$ cat src/rtl/pipe_stage_buf.sv
// Pipeline-stage register with valid/ready handshake and a two-entry skid buffer.
// Optional back-pressure counter enabled by defining PIPE_STAGE_STALL_CNT_EN.
module pipe_stage_buf #(
    parameter int unsigned DATA_W   = 192,
    parameter int unsigned EXC_W    = 5,
    parameter logic [31:0] RESET_PC = 32'hbfc00000,
    parameter logic [31:0] EXC_PC   = 32'hbfc00380
) (
    input  logic              clk,
    input  logic              reset,
    input  logic              flush,

    input  logic              in_valid,
    output logic              in_ready,
    input  logic [DATA_W-1:0] in_data,
    input  logic [31:0]       in_pc,
    input  logic [EXC_W-1:0]  in_exc,
    input  logic              in_bd,
    input  logic [31:0]       in_badvaddr,

    output logic              out_valid,
    input  logic              out_ready,
    output logic [DATA_W-1:0] out_data,
    output logic [31:0]       out_pc,
    output logic [EXC_W-1:0]  out_exc,
    output logic              out_bd,
    output logic [31:0]       out_badvaddr,

    output logic [1:0]        occupancy,
    output logic [31:0]       stall_cnt
);

    // Beat layout: {data, pc, exc, bd, badvaddr}
    localparam int unsigned BEAT_W = DATA_W + 32 + EXC_W + 1 + 32;

    localparam logic [BEAT_W-1:0] RESET_BEAT =
        {{DATA_W{1'b0}}, RESET_PC, {EXC_W{1'b0}}, 1'b0, 32'h0};
    localparam logic [BEAT_W-1:0] FLUSH_BEAT =
        {{DATA_W{1'b0}}, EXC_PC, {EXC_W{1'b0}}, 1'b0, 32'h0};

    logic              main_valid_q, main_valid_d;
    logic              skid_valid_q, skid_valid_d;
    logic              in_ready_q, in_ready_d;
    logic [BEAT_W-1:0] main_q, main_d;
    logic [BEAT_W-1:0] skid_q, skid_d;
    logic [BEAT_W-1:0] in_beat;
    logic              accept;

    assign in_beat = {in_data, in_pc, in_exc, in_bd, in_badvaddr};
    assign accept  = in_valid & in_ready_q;

    always_comb begin
        main_valid_d = main_valid_q;
        skid_valid_d = skid_valid_q;
        main_d       = main_q;
        skid_d       = skid_q;
        if (flush) begin
            main_valid_d = 1'b0;
            skid_valid_d = 1'b0;
            main_d       = FLUSH_BEAT;
            skid_d       = '0;
        end else if (!main_valid_q || out_ready) begin
            if (skid_valid_q) begin
                // Skid is always older than any incoming beat.
                main_valid_d = 1'b1;
                main_d       = skid_q;
                skid_valid_d = accept;
                if (accept) begin
                    skid_d = in_beat;
                end
            end else begin
                main_valid_d = accept;
                if (accept) begin
                    main_d = in_beat;
                end
            end
        end else if (accept) begin
            skid_valid_d = 1'b1;
            skid_d       = in_beat;
        end
    end

    // Dedicated flop so in_ready has no combinational path from out_ready.
    assign in_ready_d = ~skid_valid_d;

    always_ff @(posedge clk or posedge reset) begin
        if (reset) begin
            main_valid_q <= 1'b0;
            skid_valid_q <= 1'b0;
            in_ready_q   <= 1'b1;
            main_q       <= RESET_BEAT;
            skid_q       <= '0;
        end else begin
            main_valid_q <= main_valid_d;
            skid_valid_q <= skid_valid_d;
            in_ready_q   <= in_ready_d;
            main_q       <= main_d;
            skid_q       <= skid_d;
        end
    end

    assign in_ready  = in_ready_q;
    assign out_valid = main_valid_q;
    assign {out_data, out_pc, out_exc, out_bd, out_badvaddr} = main_q;
    assign occupancy = {1'b0, main_valid_q} + {1'b0, skid_valid_q};

`ifdef PIPE_STAGE_STALL_CNT_EN
    logic [31:0] stall_cnt_q, stall_cnt_d;

    assign stall_cnt_d = (main_valid_q && !out_ready) ? stall_cnt_q + 32'd1 : stall_cnt_q;

    always_ff @(posedge clk or posedge reset) begin
        if (reset) begin
            stall_cnt_q <= '0;
        end else begin
            stall_cnt_q <= stall_cnt_d;
        end
    end

    assign stall_cnt = stall_cnt_q;
`else
    assign stall_cnt = '0;
`endif

endmodule

$ cat config.mk
export PLATFORM = sky130hd
export DESIGN_NAME = pipe_stage_buf
export DESIGN_NICKNAME = d
export VERILOG_FILES = /design/src/rtl/pipe_stage_buf.sv
export SDC_FILE = /design/constraint.sdc
export NUM_CORES = 1
export LEC_CHECK = 0
export CAP_MARGIN = 20
export CORE_MARGIN = 4
export CORE_UTILIZATION = 45
export CTS_BUF_LIST = sky130_fd_sc_hd__clkbuf_4
export DETAILED_ROUTE_END_ITERATION = 7
export GPL_TIMING_DRIVEN = 0
export PLACE_DENSITY = 0.74
export SYNTH_ARGS = -nofsm -noshare
export SYNTH_HDL_FRONTEND = slang
export SYNTH_SLANG_ARGS = --single-unit
export TNS_END_PERCENT = 20
$ cat constraint.sdc
create_clock -name clk -period 21.6 [get_ports clk]
set_input_delay 2.16 -clock clk [delete_from_list [all_inputs] [get_ports clk]]
set_output_delay 2.16 -clock clk [all_outputs]
set_load 0.01 [all_outputs]
## Word-level counts from Yosys, hierarchy flattened

Index checks and enable logic that the tools add are counted.

- Reductions and logical operators: 5
- Multipliers: 0
- Bitwise operators: 2
- Shifts and indexed selects: 0
- Order comparisons: 0
- $add $sub $neg: 1
- Eq/ne operators: 1
- Divide/modulo/power cells: 0
- Muxes and demuxes: 15

Operators by type and width:

| operator | number |
|---|---|
| $mux 262 | 8 |
| $mux 1 | 7 |
| $ne 3x3->1 const B | 1 |
| $reduce_bool 3->1 | 1 |
| $add 1x1->2 | 1 |
| $reduce_and 2->1 | 1 |
| $reduce_bool 2->1 | 1 |
| $and 1x1->1 | 1 |
| $logic_not 1->1 | 1 |
| $logic_or 1x1->1 | 1 |
| $not 1->1 | 1 |

- Input bits: 267
- Bits in writable memories: 0
- Memory bits (read-only): 0
- Output and inout bits: 298
- Latch bits: 0
- Word-level logic and storage cells: 29
- Register bits after elaboration: 527
- Memories: 0

## Depth between registers and ports, before layout

Gate-level depths: netlist of run 1.

- Depth after elaboration: 5
- Mapped depth: 7
- Mapped depth without buffers: 3

## Least setup slack after synthesis of run 1

No wires, ideal clock.

- Path type: input-to-reg
- Start: input port out_ready
- End: register skid_q[100]
- Library setup time: 0.121 ns
- Buffers on the path: 4
- Setup slack: 18.363 ns
- Data arrival time: 3.116 ns
- Data required time: 21.479 ns
- Stages: 7
- Cell sequence: nand2b_4 > buf_6 > o2bb2ai_1 > buf_2 > buf_6 > buf_6 > a22o_1

- Cells in the longest elaborated chain, start to end: 3
- Elaborated cells between the ends (all ways): 4
- Those cells by class: eq/ne: 1; mux: 2; reduce/logical: 1

Ends and longest elaborated chain:

| what | line | source |
|---|---|---|
| start, declared | 22 | `input logic out_ready,` |
| $logic_or 1x1->1 (*) | 62 | `end else if (!main_valid_q \|\| out_ready) begin` |
| $mux 262 | 62 |  |
| $mux 262 | 57 | `if (flush) begin` |
| end signal, assigned | 98 | `skid_q <= skid_d;` |
| end, declared | 45 | `logic [BEAT_W-1:0] skid_q, skid_d;` |

Mark *: on every way between the ends. The rest lies on a longest branch, timed or not.
A chain may end at the register's enable or synchronous reset.

## Worst setup path after layout of run 1

- Start: register main_valid_q (netlist: out_valid)
- End: output port occupancy[0]

- Cells in the longest elaborated chain, start to end: 1

Ends and longest elaborated chain:

| what | line | source |
|---|---|---|
| start, declared | 41 | `logic main_valid_q, main_valid_d;` |
| start signal, assigned | 94 | `main_valid_q <= main_valid_d;` |
| $add 1x1->2 | 105 | `assign occupancy = {1'b0, main_valid_q} + {1'b0, skid_valid_q};` |
| end, declared | 29 | `output logic [1:0] occupancy,` |

Every way passes these cells.

==> flow_metrics.tcl, run 1 <==
set metrics [dict create \
    finalHoldViolations 0 \
    die_width_um 236 \
    worst_pin_slew_ns 1.00 \
    fin_util 0.615 \
    cts.sinks 527 \
    io_buffer_count 531 \
    cts_buffer_depth 3 \
    cts_made_buffers 143 \
    insertion_delay_ns 0.97 \
    worstPathArrival_ns 2.28 \
    crit_type "flip-flop to output pin" \
    num_vias 19200 \
    post_drt_wl_per_cell_um 22.8 \
    synth_cell_type_count 31 \
    r2r_setup_slack_ns 19.52 \
    synth.avg_cell_area_sq_um 12.7 \
    dpl_worst_slack_ns 17.34 \
    clkSlewWorstSetupHoldPaths_ns 0.07 \
    cap_violations 0 \
    crit_path_end_kind "output pin" \
    p_sw_frac 0.283 \
    drive_gt1_frac 0.176 \
    crit_slowest_cell "clkdlybuf4s50_1" \
    p_sw_uw 686 \
    nNetsFinal 2822 \
    via_per_inst 5.73 \
    rsz0062_at_grt "false" \
    synth_area_leaders "dfrtp_1, mux2i_1, a22o_1" \
    final_max_slew_viol_count 0 \
    synth_cells 1843 \
    max-vdd-ir-drop_v 0.0000536 \
    cellLeakagePower_nw 13.5 \
    seqPwrFrac 0.452 \
    initial_core_util 0.455 \
    finalCriticalPeriod_ns 4.44 \
    outcome "finished, final reports clean" \
    grt_overflow_total 0 \
    core_area_sq_um 51300 \
    path_cells "ha_1, clkdlybuf4s50_1" \
    max_freq_ghz 0.225 \
    timing.final.ws_setup_ns 17.16 \
    p_clk_frac 0.369 \
    ios 565 \
    hp-class "flip-flop to flip-flop" \
    synth-seq-area-share 0.566 \
    cp_max_fo 4 \
    grt_max_degree 139 \
    min_from "skid_q[253]" \
    synth_edf_count 0 \
    critPathLaunchType "flip-flop" \
    place_congestion 0.871 \
    drc_errors 0 \
    die_y_um 236 \
    grt_use_total 0.269 \
    crit_family "buffers and inverters" \
    finalCritPeriodShare 0.206 \
    synth_top_area_cell "dfrtp_1" \
    max_slew_margin 0.331 \
    syn-cell-area_sq_um 23300 \
    cts_resized 0 \
    worstSetupStartpoint "out_valid" \
    async_flop_share 1.00 \
    dieArea_sq_um 55600 \
    root_buffer "clkbuf_4" \
    postRouteAntennaNets 0 \
    grt_antenna_before_repair 21 \
    cts_hold_buf 0 \
    areaGrowthSynthToFinish_pct 35.2 \
    synth_top_area_share 0.554 \
    cp_data_required_time_ns 19.44 \
    yosys_register_bits 527 \
    cts_max_level 4 \
    whs_ns 0.497 \
    yosysMostFrequentCell "dfrtp_1" \
    tritoncts "done" \
    grt_pass1_vias 20100 \
    fin_skew_ns 0.0464 \
    hpwl_um 53500 \
    p_int_mw 1.74 \
    fin_tns_setup_ns 0 \
    r2r_start "out_valid" \
    synthTopCellsByCount "dfrtp_1, a21oi_1, a22o_1" \
    drtIter0Drc 1330 \
    drtPass1Iterations 8 \
    cp_num_buf_inv 1 \
    cts_setup_buffers 0 \
    synth_ff_type "dfrtp_1" \
    cp_slowest_stage_delay_ns 0.52 \
    p_total_mw 2.42 \
    routed_wl_um 76500 \
    p_per_area_nw_per_um2 76.8 \
    grt_first_pass_wirelength_um 118000 \
    p_comb_frac 0.179 \
    setup_viol 0 \
    ys_warn_count 0 \
    placementRows 83 \
]
## metal layers
layer	share of wire	track usage	routed length (um)
met1	0.40	0.338	30700
met2	0.48	0.421	36900
met3	0.078	0.0882	5980
met4	0.038	0.134	2930
met5	0.00068	0	52
## flip-flops by register name (all words and copies together), names as in the netlist
| signal | flops |
|---|---|
| main_q | 262 |
| out_valid | 1 |
| in_ready | 1 |
| skid_valid_q | 1 |
| skid_q | 262 |
## cell type report
cell class,count,area [sq um]
Sequential cell,527,13200
Inverter,2,15.0
Buffer,237,1680
Clock inverter,32,181
Timing Repair Buffer,535,5430
Fill cell,4172,19800
Tap cell,680,851
Multi-Input combinational cell,1108,8560
Clock buffer,211,1580
Antenna cell,19,47.5
## power by group through the flow
stage / clock [mW] / combinational (mW) / sequential [mW]
after global placement: 0 / 0.423 / 1.11
after CTS: 0.915 / 0.435 / 1.09
after detailed placement: 0 / 0.433 / 1.11
final: 0.893 / 0.433 / 1.10
after floorplan: 0 / 0.194 / 1.12
after global routing: 0.969 / 0.465 / 1.10
## final timing paths
kind / cells after the start / end
worst max-delay path: 2 / occupancy[0]
worst min-delay path: 1 / skid_q[253]
worst max register to register: 5 / main_q[192]
worst min register to register: 1 / skid_q[253]
max in group asynchronous: 4 / skid_q[41]
min in group asynchronous: 2 / main_q[167]
## placed cells by master (no fill, tap or decap), drive strengths merged
cell type / instances
clkdlybuf4s50: 531
dfrtp: 517
a21oi: 263
a22o: 262
clkbuf: 255
a211oi: 251
mux2i: 250
buf: 197
conb: 32
diode: 19
clkinv: 19
nor2: 14
mux2: 12
nor4: 12
inv: 11
dfstp: 10
nand2: 2
bufinv: 2
clkinvlp: 2
nand2b: 2
and2: 1
o2bb2ai: 1
and2b: 1
a21o: 1
maj3: 1
nor2b: 1
a31oi: 1
ha: 1
## per-stage QoR
stage / area [sq um] / cells
floorplan: 23500 / 1874
global placement: 29600 / 3085
detailed placement: 29700 / 3089
CTS: 31500 / 3332
global route: 31500 / 3350
finish: 31500 / 3351
## logic make-up after synthesis
| kind of cell | share of synthesized area |
|---|---|
| AO/OA/AOI/OAI | 0.240 |
| adder cells (fa/ha/maj) | 0.000965 |
| buffers and inverters | 0.0722 |
| flip-flops | 0.566 |
| multiplexers | 0.113 |
| other | 0.000161 |
| AND/OR/NAND/NOR | 0.00762 |
No activity file was read; power rests on OpenSTA's default activity.
==> run 2, diff against run 1 <==
==> constraint.sdc (replaced) <==
create_clock -name clk -period 4.3 [get_ports clk]
set_input_delay 0.43 -clock clk [delete_from_list [all_inputs] [get_ports clk]]
set_output_delay 0.43 -clock clk [all_outputs]
set_load 0.01 [all_outputs]
==> flow_metrics.tcl, run 2 (synthesis gave the netlist of run 1 again) <==
set metrics [dict create \
    post_drt_wl_per_cell_um 23.0 \
    multi_input_area_sq_um 8560 \
    cp_max_fo 4 \
    regArea_sq_um 13200 \
    max_slew_margin 0.338 \
    placementRows 83 \
    fillers 4103 \
    rsz0062_at_grt "false" \
    whs_ns 0.138 \
    crit_type "flip-flop to output pin" \
    outcome "finished, final reports clean" \
    cts.sinks 527 \
    via_per_inst 5.70 \
    dieArea_sq_um 55600 \
    cts_made_buffers 141 \
    io_buffer_count 531 \
    drive_gt1_frac 0.175 \
    place_area_sq_um 29900 \
    cellLeakagePower_nw 13.8 \
    areaGrowthSynthToFinish_pct 38.8 \
    routed_wl_um 78700 \
    worstSetupStartpoint "out_valid" \
    hpwl_um 55400 \
    grt_overflow_total 0 \
    crit_slowest_cell "clkdlybuf4s50_1" \
    mostFrequentLayoutCell "clkdlybuf4s50_1" \
    cap_violations 0 \
    cp_num_buf_inv 1 \
    dp_cells 3099 \
    r2r_start "out_valid" \
    path_cells "ha_1, clkdlybuf4s50_1" \
    die_y_um 236 \
    postRouteAntennaNets 0 \
    core_area_sq_um 51300 \
    min_from "in_badvaddr[25]" \
    tritoncts "done" \
    critPathLaunchType "flip-flop" \
    finalCriticalPeriod_ns 2.65 \
    insertion_delay_ns 0.94 \
    fin_skew_ns 0.0526 \
    dpl_worst_slack_ns 1.31 \
    ios 565 \
    grt_antenna_before_repair 19 \
    die_width_um 236 \
    crit_family "buffers and inverters" \
    crit_path_end_kind "output pin" \
    worst_pin_slew_ns 0.992 \
    cts_resized 0 \
    most-common-layout-cells "clkdlybuf4s50_1, dfrtp_1, a22o_1, a21oi_1, mux2i_1" \
    initial_core_util 0.455 \
    drtIter0Drc 1235 \
    root_buffer "clkbuf_4" \
    place_congestion 0.880 \
    cp_data_required_time_ns 3.87 \
    worstPathArrival_ns 2.22 \
    finalCritPeriodShare 0.617 \
    nNetsFinal 2895 \
    max-vdd-ir-drop_v 0.000268 \
    grt_pass1_vias 20800 \
    cts_buffer_depth 3 \
    final_cell_area_sq_um 32400 \
    grt_use_total 0.278 \
    grt_max_degree 45 \
    p_total_mw 12.3 \
    drtPass1Iterations 5 \
    grt_first_pass_wirelength_um 123000 \
    num_vias 19500 \
    cts_max_level 4 \
    finalHoldViolations 0 \
    setup_viol 0 \
    cp_slowest_stage_delay_ns 0.53 \
    max_freq_ghz 0.377 \
    fin_util 0.631 \
    fin_tns_setup_ns 0 \
    hp-class "primary input to flip-flop" \
    fin_cells 3423 \
    clkSlewWorstSetupHoldPaths_ns 0.07 \
    reg_top3 "main_q x262, skid_q x262" \
    drc_errors 0 \
    timing.final.ws_setup_ns 1.65 \
    final_max_slew_viol_count 0 \
    p_per_area_nw_per_um2 380 \
]
[run 2: cell count changes in the layout (fill, tap and decap cells not counted)]
cell / change
clkinvlp_4: +2
inv_2: -3
diode_2: -2
clkbuf_4: +1
buf_16: -4
clkinv_1: -1
bufinv_16: +1
dlygate4sd3_1: +65
inv_8: -1
buf_12: +14
[run 2: path summary, 6_finish.rpt]
check	endpoint	slack [ns]	cells after the start
worst min-delay path	skid_q[25]	0.14	2
min in group asynchronous	skid_q[86]	0.46	3
worst min register to register	skid_q[102]	0.50	1
worst max-delay path	occupancy[0]	1.65	2
max in group asynchronous	main_q[65]	1.79	9
worst max register to register	main_q[194]	2.18	5
[run 2: cell type report]
type                            instances  share of cell area
Clock inverter                         30             0.00630
Antenna cell                           17             0.00131
Multi-Input combinational cell       1108               0.264
Sequential cell                       527               0.408
Timing Repair Buffer                  610               0.193
Inverter                                2            0.000348
Tap cell                              680              0.0263
Buffer                                237              0.0518
Clock buffer                          212              0.0491
[run 2: repair_timing]
action                                 in CTS  in global routing
endpoints found under the hold margin      90                  0
buffers inserted                            0                  0
hold buffers                               65                  0
[run 2: per-layer routing]
layer,up-vias,track usage,wire length [um]
met2,826,0.439,37800
li1,8668,-,-
met4,8,0.139,2950
met5,-,0,55
met1,9826,0.344,31400
met3,169,0.0931,6430
[run 2: power by group]
part / switching (mW) / internal [mW]
clock network: 2.11 / 2.42
logic: 1.13 / 1.13
registers: 0.211 / 5.29
total: 3.45 / 8.84
